[src/rtl/signal_phase_scheduler_if.sv]
// Sensor and lamp bundle for the actuated two-road signal scheduler.
// The slave side is the scheduler; the master side is whatever drives the
// vehicle sensors and watches the lamps.
interface signal_phase_scheduler_if;
  logic       reqA;
  logic       reqB;
  logic       Ago;
  logic       Ayel;
  logic       Astop;
  logic       Bgo;
  logic       Byel;
  logic       Bstop;
  logic [2:0] phase;
  logic       pendA;
  logic       pendB;

  modport slave (
    input  reqA, reqB,
    output Ago, Ayel, Astop, Bgo, Byel, Bstop, phase, pendA, pendB
  );

  modport master (
    output reqA, reqB,
    input  Ago, Ayel, Astop, Bgo, Byel, Bstop, phase, pendA, pendB
  );
endinterface

[src/rtl/signal_phase_scheduler.sv]
// Demand-actuated phase scheduler for a two-road intersection.
// One green right-of-way is shared between roads A and B. Vehicle requests
// are latched into pending flags, and green is handed over only when the
// opposing road has pending demand, after min-green and (if the own road is
// still busy) max-green. Yellow and all-red clearance are fixed intervals.
// A single saturating phase counter restarts at zero in every state.
module signal_phase_scheduler #(
  parameter int unsigned NBITS       = 32,
  parameter logic [31:0] MIN_GREEN   = 32'h01C9C380,
  parameter logic [31:0] MAX_GREEN   = 32'h03938700,
  parameter logic [31:0] YELLOW_TIME = 32'h00989680,
  parameter logic [31:0] ALLRED_TIME = 32'h002FAF08
) (
  input  logic                     clk,
  input  logic                     reset,
  signal_phase_scheduler_if.slave  bus
);

  typedef enum logic [2:0] {
    INIT    = 3'd0,
    AGREEN  = 3'd1,
    AYELLOW = 3'd2,
    ACLR    = 3'd3,
    BGREEN  = 3'd4,
    BYELLOW = 3'd5,
    BCLR    = 3'd6
  } state_t;

  typedef struct packed {
    logic a_go;
    logic a_yel;
    logic a_stop;
    logic b_go;
    logic b_yel;
    logic b_stop;
  } lamps_t;

  localparam lamps_t ALL_RED = '{a_stop: 1'b1, b_stop: 1'b1, default: 1'b0};

  // Last counter value of each interval: the exit edge is taken on it.
  localparam logic [NBITS-1:0] MIN_LAST    = NBITS'(MIN_GREEN   - 32'd1);
  localparam logic [NBITS-1:0] MAX_LAST    = NBITS'(MAX_GREEN   - 32'd1);
  localparam logic [NBITS-1:0] YELLOW_LAST = NBITS'(YELLOW_TIME - 32'd1);
  localparam logic [NBITS-1:0] ALLRED_LAST = NBITS'(ALLRED_TIME - 32'd1);
  localparam logic [NBITS-1:0] CNT_SAT     = '1;

  state_t             state_q, state_d;
  logic [NBITS-1:0]   cnt_q, cnt_d;
  logic               pend_a_q, pend_a_d;
  logic               pend_b_q, pend_b_d;
  lamps_t             lamps_q, lamps_d;
  logic               state_change;

  // Next-state selection: fixed intervals plus demand-driven green hand-over.
  always_comb begin
    // NOTE: every variable gets a default before the case so no path can
    // leave it unassigned, which would otherwise infer a latch.
    state_d = state_q;
    case (state_q)
      INIT:    if (cnt_q == ALLRED_LAST) state_d = AGREEN;
      AGREEN:  if (cnt_q >= MIN_LAST && pend_b_q && (!bus.reqA || cnt_q >= MAX_LAST))
                 state_d = AYELLOW;
      AYELLOW: if (cnt_q == YELLOW_LAST) state_d = ACLR;
      ACLR:    if (cnt_q == ALLRED_LAST) state_d = BGREEN;
      BGREEN:  if (cnt_q >= MIN_LAST && pend_a_q && (!bus.reqB || cnt_q >= MAX_LAST))
                 state_d = BYELLOW;
      BYELLOW: if (cnt_q == YELLOW_LAST) state_d = BCLR;
      BCLR:    if (cnt_q == ALLRED_LAST) state_d = AGREEN;
      default: state_d = INIT;  // unused code 7 recovers through INIT
    endcase
  end

  // Phase counter and demand latches; entering a green clears that road's
  // latch, and that clear beats a request seen on the same edge.
  always_comb begin
    state_change = (state_d != state_q);
    cnt_d        = state_change ? '0
                 : (cnt_q == CNT_SAT) ? cnt_q : cnt_q + NBITS'(1);
    if (state_d == AGREEN && state_q != AGREEN)
      pend_a_d = 1'b0;
    else
      pend_a_d = pend_a_q | (bus.reqA && state_q != AGREEN);
    if (state_d == BGREEN && state_q != BGREEN)
      pend_b_d = 1'b0;
    else
      pend_b_d = pend_b_q | (bus.reqB && state_q != BGREEN);
  end

  // Lamp decode of the upcoming state so the lamps register with the state.
  always_comb begin
    lamps_d = ALL_RED;
    case (state_d)
      AGREEN:  lamps_d = '{a_go: 1'b1, b_stop: 1'b1, default: 1'b0};
      AYELLOW: lamps_d = '{a_yel: 1'b1, b_stop: 1'b1, default: 1'b0};
      BGREEN:  lamps_d = '{b_go: 1'b1, a_stop: 1'b1, default: 1'b0};
      BYELLOW: lamps_d = '{b_yel: 1'b1, a_stop: 1'b1, default: 1'b0};
      default: lamps_d = ALL_RED;
    endcase
  end

  // State, counter, latch and lamp registers; reset forces all-red INIT.
  always_ff @(posedge clk or negedge reset) begin
    if (!reset) begin
      // NOTE: non-blocking assignments so every flop samples the pre-edge
      // values of the others regardless of statement order.
      state_q  <= INIT;
      cnt_q    <= '0;
      pend_a_q <= 1'b0;
      pend_b_q <= 1'b0;
      lamps_q  <= ALL_RED;
    end else begin
      state_q  <= state_d;
      cnt_q    <= cnt_d;
      pend_a_q <= pend_a_d;
      pend_b_q <= pend_b_d;
      lamps_q  <= lamps_d;
    end
  end

  assign bus.phase = state_q;
  assign bus.pendA = pend_a_q;
  assign bus.pendB = pend_b_q;
  assign bus.Ago   = lamps_q.a_go;
  assign bus.Ayel  = lamps_q.a_yel;
  assign bus.Astop = lamps_q.a_stop;
  assign bus.Bgo   = lamps_q.b_go;
  assign bus.Byel  = lamps_q.b_yel;
  assign bus.Bstop = lamps_q.b_stop;

endmodule
[src/flat_wrapper.sv]
// flat-port wrapper written by rule: the top's interface ports become plain ports
module signal_phase_scheduler_flat 
#(
  parameter int unsigned NBITS       = 32,
  parameter logic [31:0] MIN_GREEN   = 32'h01C9C380,
  parameter logic [31:0] MAX_GREEN   = 32'h03938700,
  parameter logic [31:0] YELLOW_TIME = 32'h00989680,
  parameter logic [31:0] ALLRED_TIME = 32'h002FAF08
)
  (clk, reset, bus_reqA, bus_reqB, bus_Ago, bus_Ayel, bus_Astop, bus_Bgo, bus_Byel, bus_Bstop, bus_phase, bus_pendA, bus_pendB);
  signal_phase_scheduler_if bus_i ();
  input  logic clk;
  input  logic reset;
  input wire logic [$bits(bus_i.reqA)-1:0] bus_reqA;
  input wire logic [$bits(bus_i.reqB)-1:0] bus_reqB;
  output wire logic [$bits(bus_i.Ago)-1:0] bus_Ago;
  output wire logic [$bits(bus_i.Ayel)-1:0] bus_Ayel;
  output wire logic [$bits(bus_i.Astop)-1:0] bus_Astop;
  output wire logic [$bits(bus_i.Bgo)-1:0] bus_Bgo;
  output wire logic [$bits(bus_i.Byel)-1:0] bus_Byel;
  output wire logic [$bits(bus_i.Bstop)-1:0] bus_Bstop;
  output wire logic [$bits(bus_i.phase)-1:0] bus_phase;
  output wire logic [$bits(bus_i.pendA)-1:0] bus_pendA;
  output wire logic [$bits(bus_i.pendB)-1:0] bus_pendB;
  assign bus_i.reqA = bus_reqA;
  assign bus_i.reqB = bus_reqB;
  assign bus_Ago = bus_i.Ago;
  assign bus_Ayel = bus_i.Ayel;
  assign bus_Astop = bus_i.Astop;
  assign bus_Bgo = bus_i.Bgo;
  assign bus_Byel = bus_i.Byel;
  assign bus_Bstop = bus_i.Bstop;
  assign bus_phase = bus_i.phase;
  assign bus_pendA = bus_i.pendA;
  assign bus_pendB = bus_i.pendB;
  signal_phase_scheduler #(.NBITS(NBITS), .MIN_GREEN(MIN_GREEN), .MAX_GREEN(MAX_GREEN), .YELLOW_TIME(YELLOW_TIME), .ALLRED_TIME(ALLRED_TIME)) u_core (.clk(clk), .reset(reset), .bus(bus_i));
endmodule
[config.mk]
export PLATFORM = sky130hd
export DESIGN_NAME = signal_phase_scheduler_flat
export DESIGN_NICKNAME = d
export VERILOG_FILES = /design/src/rtl/signal_phase_scheduler_if.sv /design/src/rtl/signal_phase_scheduler.sv /design/src/flat_wrapper.sv
export SDC_FILE = /design/constraint.sdc
export NUM_CORES = 1
export LEC_CHECK = 0
export BUFFER_PORTS_ARGS = -buffer_cell sky130_fd_sc_hd__buf_2
export CAP_MARGIN = 20
export CORE_MARGIN = 2
export CORE_UTILIZATION = 45
export CTS_BUF_LIST = sky130_fd_sc_hd__clkbuf_16
export CTS_CLUSTER_SIZE = 8
export DETAILED_ROUTE_END_ITERATION = 10
export GPL_ROUTABILITY_DRIVEN = 0
export PLACE_DENSITY = 0.68
export SYNTH_ARGS = -nofsm -noshare
export SYNTH_HDL_FRONTEND = slang
export SYNTH_SLANG_ARGS = --single-unit
[constraint.sdc]
create_clock -name clk -period 6.3 [get_ports clk]
set_clock_uncertainty 0.15 [all_clocks]
set_input_delay 0.63 -clock clk [delete_from_list [all_inputs] [get_ports clk]]
set_output_delay 0.63 -clock clk [all_outputs]
set_load 0.02 [all_outputs]
* Yosys cells after proc, flatten, opt, wreduce, memory -nomap -nowiden
Index checks and enable logic that the tools add are counted.
Storage, ports and cells: register bits 43, output and inout bits 11, logic and storage cells 58, input port bits 4
Cells by class: equality and inequality tests 17, mux-type cells 12, reductions and logical operators 14, add/sub/neg operators 1, order comparisons 2, bitwise operators 2
Operators with widths (count):
- 2-to-1 mux 32 bit | 2
- adder 32 x 1 -> 32 bit (second input constant) | 1
- equality test 32 x 22 -> 1 bit (second input constant) | 1
- equality test 32 x 24 -> 1 bit (second input constant) | 1
- equality test 32 bit (second input constant) | 1
- greater-or-equal comparator 32 x 25 -> 1 bit (second input constant) | 1
- greater-or-equal comparator 32 x 26 -> 1 bit (second input constant) | 1
- one-hot mux 6 bit (4 select lines) | 1
- 2-to-1 mux 3 bit | 6
- one-hot mux 3 bit (6 select lines) | 1
- equality test 3 bit (second input constant) | 5
- equality test 3 x 2 -> 1 bit (second input constant) | 3
- logical AND 1 bit | 8
- equality test 3 x 1 -> 1 bit (second input constant) | 2
- zero test 3 bit | 1
- inequality test 3 x 1 -> 1 bit (second input constant) | 1
- inequality test 3 bit | 1
- inequality test 3 bit (second input constant) | 1
- zero test 1 bit | 2
- logical OR 1 bit | 2
- 2-to-1 mux 1 bit | 2
- inequality test 2 x 1 -> 1 bit (second input constant) | 1
- bitwise OR 1 bit | 2
- OR reduction 2 bit | 1

* Longest topological paths before layout
depth after elaboration 8, mapped depth 9, gate-level depth less buffers 8

* Worst setup path after synthesis
Ideal clock, no wire load.
path kind register -> register, start reg u_core.cnt_q[26], end reg u_core.cnt_q[28], buffers on the path 1, required time 6077 ps, cell stages (with the launch flop) 9, clock period less this slack 2667 ps, arrival 2444 ps, path slack 3633 ps, library setup time 73 ps, path through dfrtp_1 > or4_1 > or3_1 > or3_1 > or2_1 > a22oi_4 > nand3_4 > buf_6 > a21oi_2
Between the ends: cells in the longest elaborated chain, start to end 7, elaborated cells between the ends (all ways) 23, those cells by class 1 x add/sub; 2 x order compare; 5 x eq/ne; 9 x mux; 6 x reduce/logical
Ends and longest elaborated chain:
- start: declaration | RTL line signal_phase_scheduler.sv:48 | logic [NBITS-1:0] cnt_q, cnt_d;
- start signal: assignment | RTL line signal_phase_scheduler.sv:113 | cnt_q <= cnt_d;
- greater-or-equal comparator 32 x 25 -> 1 bit or greater-or-equal comparator 32 x 26 -> 1 bit (tied branches) | RTL line signal_phase_scheduler.sv:61, signal_phase_scheduler.sv:65
- logical AND 1 bit, or another cell as far along | RTL line signal_phase_scheduler.sv:65 | BGREEN: if (cnt_q >= MIN_LAST && pend_a_q && (!bus.reqB || cnt_q >= MAX_LAST))
- logical AND 1 bit, on equally long branches | RTL line signal_phase_scheduler.sv:65, signal_phase_scheduler.sv:61
- 2-to-1 mux 3 bit, on equally long branches | RTL line signal_phase_scheduler.sv:65, signal_phase_scheduler.sv:61
- one-hot mux 3 bit (6 select lines) | RTL line signal_phase_scheduler.sv:59 | case (state_q)
- inequality test 3 bit | RTL line signal_phase_scheduler.sv:76 | state_change = (state_d != state_q);
- inequality test 2 x 1 -> 1 bit (no source line) or 2-to-1 mux 32 bit (tied branches)
Several ways; a longest one is shown, not always the timed one. The select of a mux whose other input is x is not followed. A chain may end at the register's enable or synchronous reset.

* Worst setup path in the final report
start reg u_core.cnt_q[26], end reg u_core.cnt_q[2]
Same word-level chain as after synthesis.

==> flow_summary.toml <==
[layout]
final_nets = 298
seqCellArea_um2 = 1080
multi_input_area_um2 = 1410
fillers = 525
area_growth_pct = 12.5
diodes = 0
final_layout_size_suffix_gt1_frac = 0.136

[clock_network]
clock_latency_ns = 0.28
cts-root-buf = "clkbuf_16"
cts_setup_buffers = 0
cts_tree = "built"
cts-hold-fix-buffers = 0
ctsResizeCount = 0
numCtsBuffers = 5
clk_pin_slew_worst_paths_ns = 0.06
h-tree-depth = 2
clockBufferDepth = 2
cts.sinks = 43

[synth]
yosys.area.top_type = "dfrtp_1"
ys_ff_latch = 43
postSynthAreaPerCell_um2 = 9.07
syn_inst = 282
synth.area.top_cells = "dfrtp_1 (40%), nor2_1 (6.5%), xnor2_1 (5.5%)"
ys_warn_count = 0
synth_top_area_share = 0.401
syn_nets = 287
ys_types = 45
synth-seq-area-share = 0.422
synth_area_um2 = 2560

[place]
place_ws_ns = 3.22
io_buffers = 14
dp_hpwl_mm = 3.88

[critical_path]
cp-end-kind = "flip-flop"
cp_data_arrival_time_ns = 3.16
path_common_cell = "or3_1"
critPathMaxFanout = 32
critPathBufInv = 0
path_cells = "or4_1 -> or3_1 -> or3_1 -> or2_1 -> a22oi_4 -> nand3_4 -> nor3_1"
startpoint_type = "flip-flop"
criticalPathCategory = "reg2reg"
critical-path-max-stage-delay_ns = 0.56
cpMaxStageDelayCell = "or4_1"
critPathTopFamily = "simple AND/OR/NAND/NOR gates"
cp.required_ns = 6.35

[routing]
route.met2.wl_mm = 2.46
post-route-drc-count = 0
wl_met1_mm = 2.70
dr_wl_met3_um = 223
wl_per_cell_um = 15.0
finalWirelength_mm = 5.51
dr.pass1.iters = 4
ant_nets = 0
routed.top_layer = "met4"
via_per_inst = 5.72
drt-initial-drc-count = 136
vias = 2092

[timing]
worst_pin_slew_ns = 0.984
hold_viol = 0
max_freq_ghz = 0.321
slew_headroom = 0.339
finalSetupTns_ns = 0
setup_viol = 0
rsz0062_at_grt = "no"
finalCritPeriodShare = 0.494
final_max_slew_viol_count = 0
finalCriticalPeriod_ns = 3.11
setup_ws_ns = 3.19

[power_and_ir_drop]
leakage_nw = 1.26
vdd_drop_max_mv = 0.129
switchingPower_w = 0.000107
p_int_w = 0.000504
power.density_nw_per_um2 = 212
pwr-share-seq = 0.452
pwr-share-comb = 0.014
sw_frac_of_total = 0.175
p_clk_frac = 0.534

[global_routing]
grt_pass1_wl_mm = 9.67
overflow = 0
grt.total_usage = 0.194
grt_pass1_vias = 2031
antenna_found_initial = 0
grt_max_degree = 44

[worst_hold_path]
hold_class = "in2async"

[floorplanning]
core_area_um2 = 5510
die_y_um = 79.4
die-area_um2 = 6310
initial_core_util = 0.465
row_count = 27
die_x_um = 79.4
io_pins = 15

[job]
cap_violations = 0

[run_status]
status = "finished clean"
-- layout make-up --
cell class,instances,share of cell area
clock buffer,5,0.0435
clock inverter,3,0.0222
inverter,4,0.00522
multi-input combinational,224,0.489
sequential,43,0.375
tap,72,0.0313
timing repair buffer,15,0.0339
-- routing by layer --
layer / vias up / track usage
met4: 0 / 0.0690
met2: 50 / 0.304
met1: 1010 / 0.267
met5: - / 0
li1: 1020 / -
met3: 12 / 0.0385
-- state kept, by name (all words and copies together), names as in the netlist --
signal	count
u_core.bus.Ayel	1
u_core.bus.Bstop	1
u_core.bus.Ago	1
u_core.bus.phase	3
u_core.cnt_q	32
u_core.bus.Bgo	1
u_core.bus.Byel	1
u_core.bus.Astop	1
u_core.bus.pendB	1
u_core.bus.pendA	1
-- stage by stage --
step	util	cells	hold slack [ns]	instance area, um^2	power (W)
after floorplan	-	282	0.184	2560	0.000282
after global placement	0.483	357	0.386	2660	0.000288
after detailed placement	0.483	357	0.395	2660	0.000288
after CTS	0.518	365	0.383	2850	0.000617
after global routing	0.523	366	0.220	2880	0.000633
final	0.523	366	0.176	2880	0.000611
-- cells in the final DEF, fill, tap and decap left out, types with 4 or more instances in the layout --
| cell | count |
|---|---|
| a21oi_1 | 7 |
| a31oi_1 | 5 |
| and3_1 | 7 |
| and4_1 | 5 |
| buf_2 | 14 |
| clkbuf_16 | 5 |
| dfrtp_1 | 41 |
| inv_1 | 5 |
| nand2_1 | 20 |
| nand2b_1 | 4 |
| nand3_1 | 16 |
| nand4_1 | 7 |
| nor2_1 | 44 |
| nor2_2 | 9 |
| nor2b_1 | 6 |
| nor3_1 | 11 |
| nor4_1 | 5 |
| o21ai_0 | 5 |
| or3_1 | 5 |
| or4_1 | 6 |
| xnor2_1 | 16 |
| xor2_1 | 13 |
-- kinds of logic after synthesis --
group / Yosys count / synth area share
AND/OR/NAND/NOR: 167 / 0.369
flip-flops: 43 / 0.422
XOR/XNOR: 29 / 0.0993
adder cells (fa/ha/maj): 2 / 0.00880
AO/OA/AOI/OAI: 25 / 0.0670
buffers and inverters: 15 / 0.0308
multiplexers: 1 / 0.00391
-- path summary, 6_finish.rpt --
path | start | endpoint | slack (ns) | cells past startpoint
hold / removal | reset | u_core.cnt_q[20]$_DFFE_PN0P_ | 0.18 | 1
hold reg to reg | u_core.cnt_q[1]$_DFFE_PN0P_ | u_core.cnt_q[1]$_DFFE_PN0P_ | 0.40 | 2
max in group asynchronous | reset | u_core.bus.Astop$_DFF_PN1_ | 5.26 | 2
setup / recovery | u_core.cnt_q[26]$_DFFE_PN0P_ | u_core.cnt_q[2]$_DFFE_PN0P_ | 3.19 | 7
setup reg to reg | u_core.cnt_q[26]$_DFFE_PN0P_ | u_core.cnt_q[2]$_DFFE_PN0P_ | 3.19 | 7
min in group clk | u_core.cnt_q[1]$_DFFE_PN0P_ | u_core.cnt_q[1]$_DFFE_PN0P_ | 0.40 | 2
-- cells in the mapped netlist, drive strengths merged --
cell type   n
a22oi       1
nor3b       3
a21oi       8
and3        7
a32oi       1
mux2i       1
and4b       2
buf         3
nor4b       1
or3         5
nor2       53
o211a       1
dfstp       2
nand3b      3
dfrtp      41
xor2       13
and2        2
a211o       1
nor4        7
nand4b      3
or4         6
and4        5
maj3        1
o21ai       5
ha          1
inv         4
a21o        2
nor2b       6
a31oi       5
nand2b      4
clkbuf      8
nor3       11
nand3      17
nor4bb      3
a21boi      1
nand2      20
nand4       8
or2         1
xnor2      16
-- power by group through the flow --
stage               Clock, W  Sequential (W)  Combinational, W
global placement           0        0.000281        0.00000696
finish              0.000326        0.000276        0.00000872
floorplan                  0        0.000281       0.000000315
detailed placement         0        0.000281        0.00000715
global route        0.000347        0.000276         0.0000103
CTS                 0.000334        0.000276        0.00000715
Power figures use the tool's default switching activity.
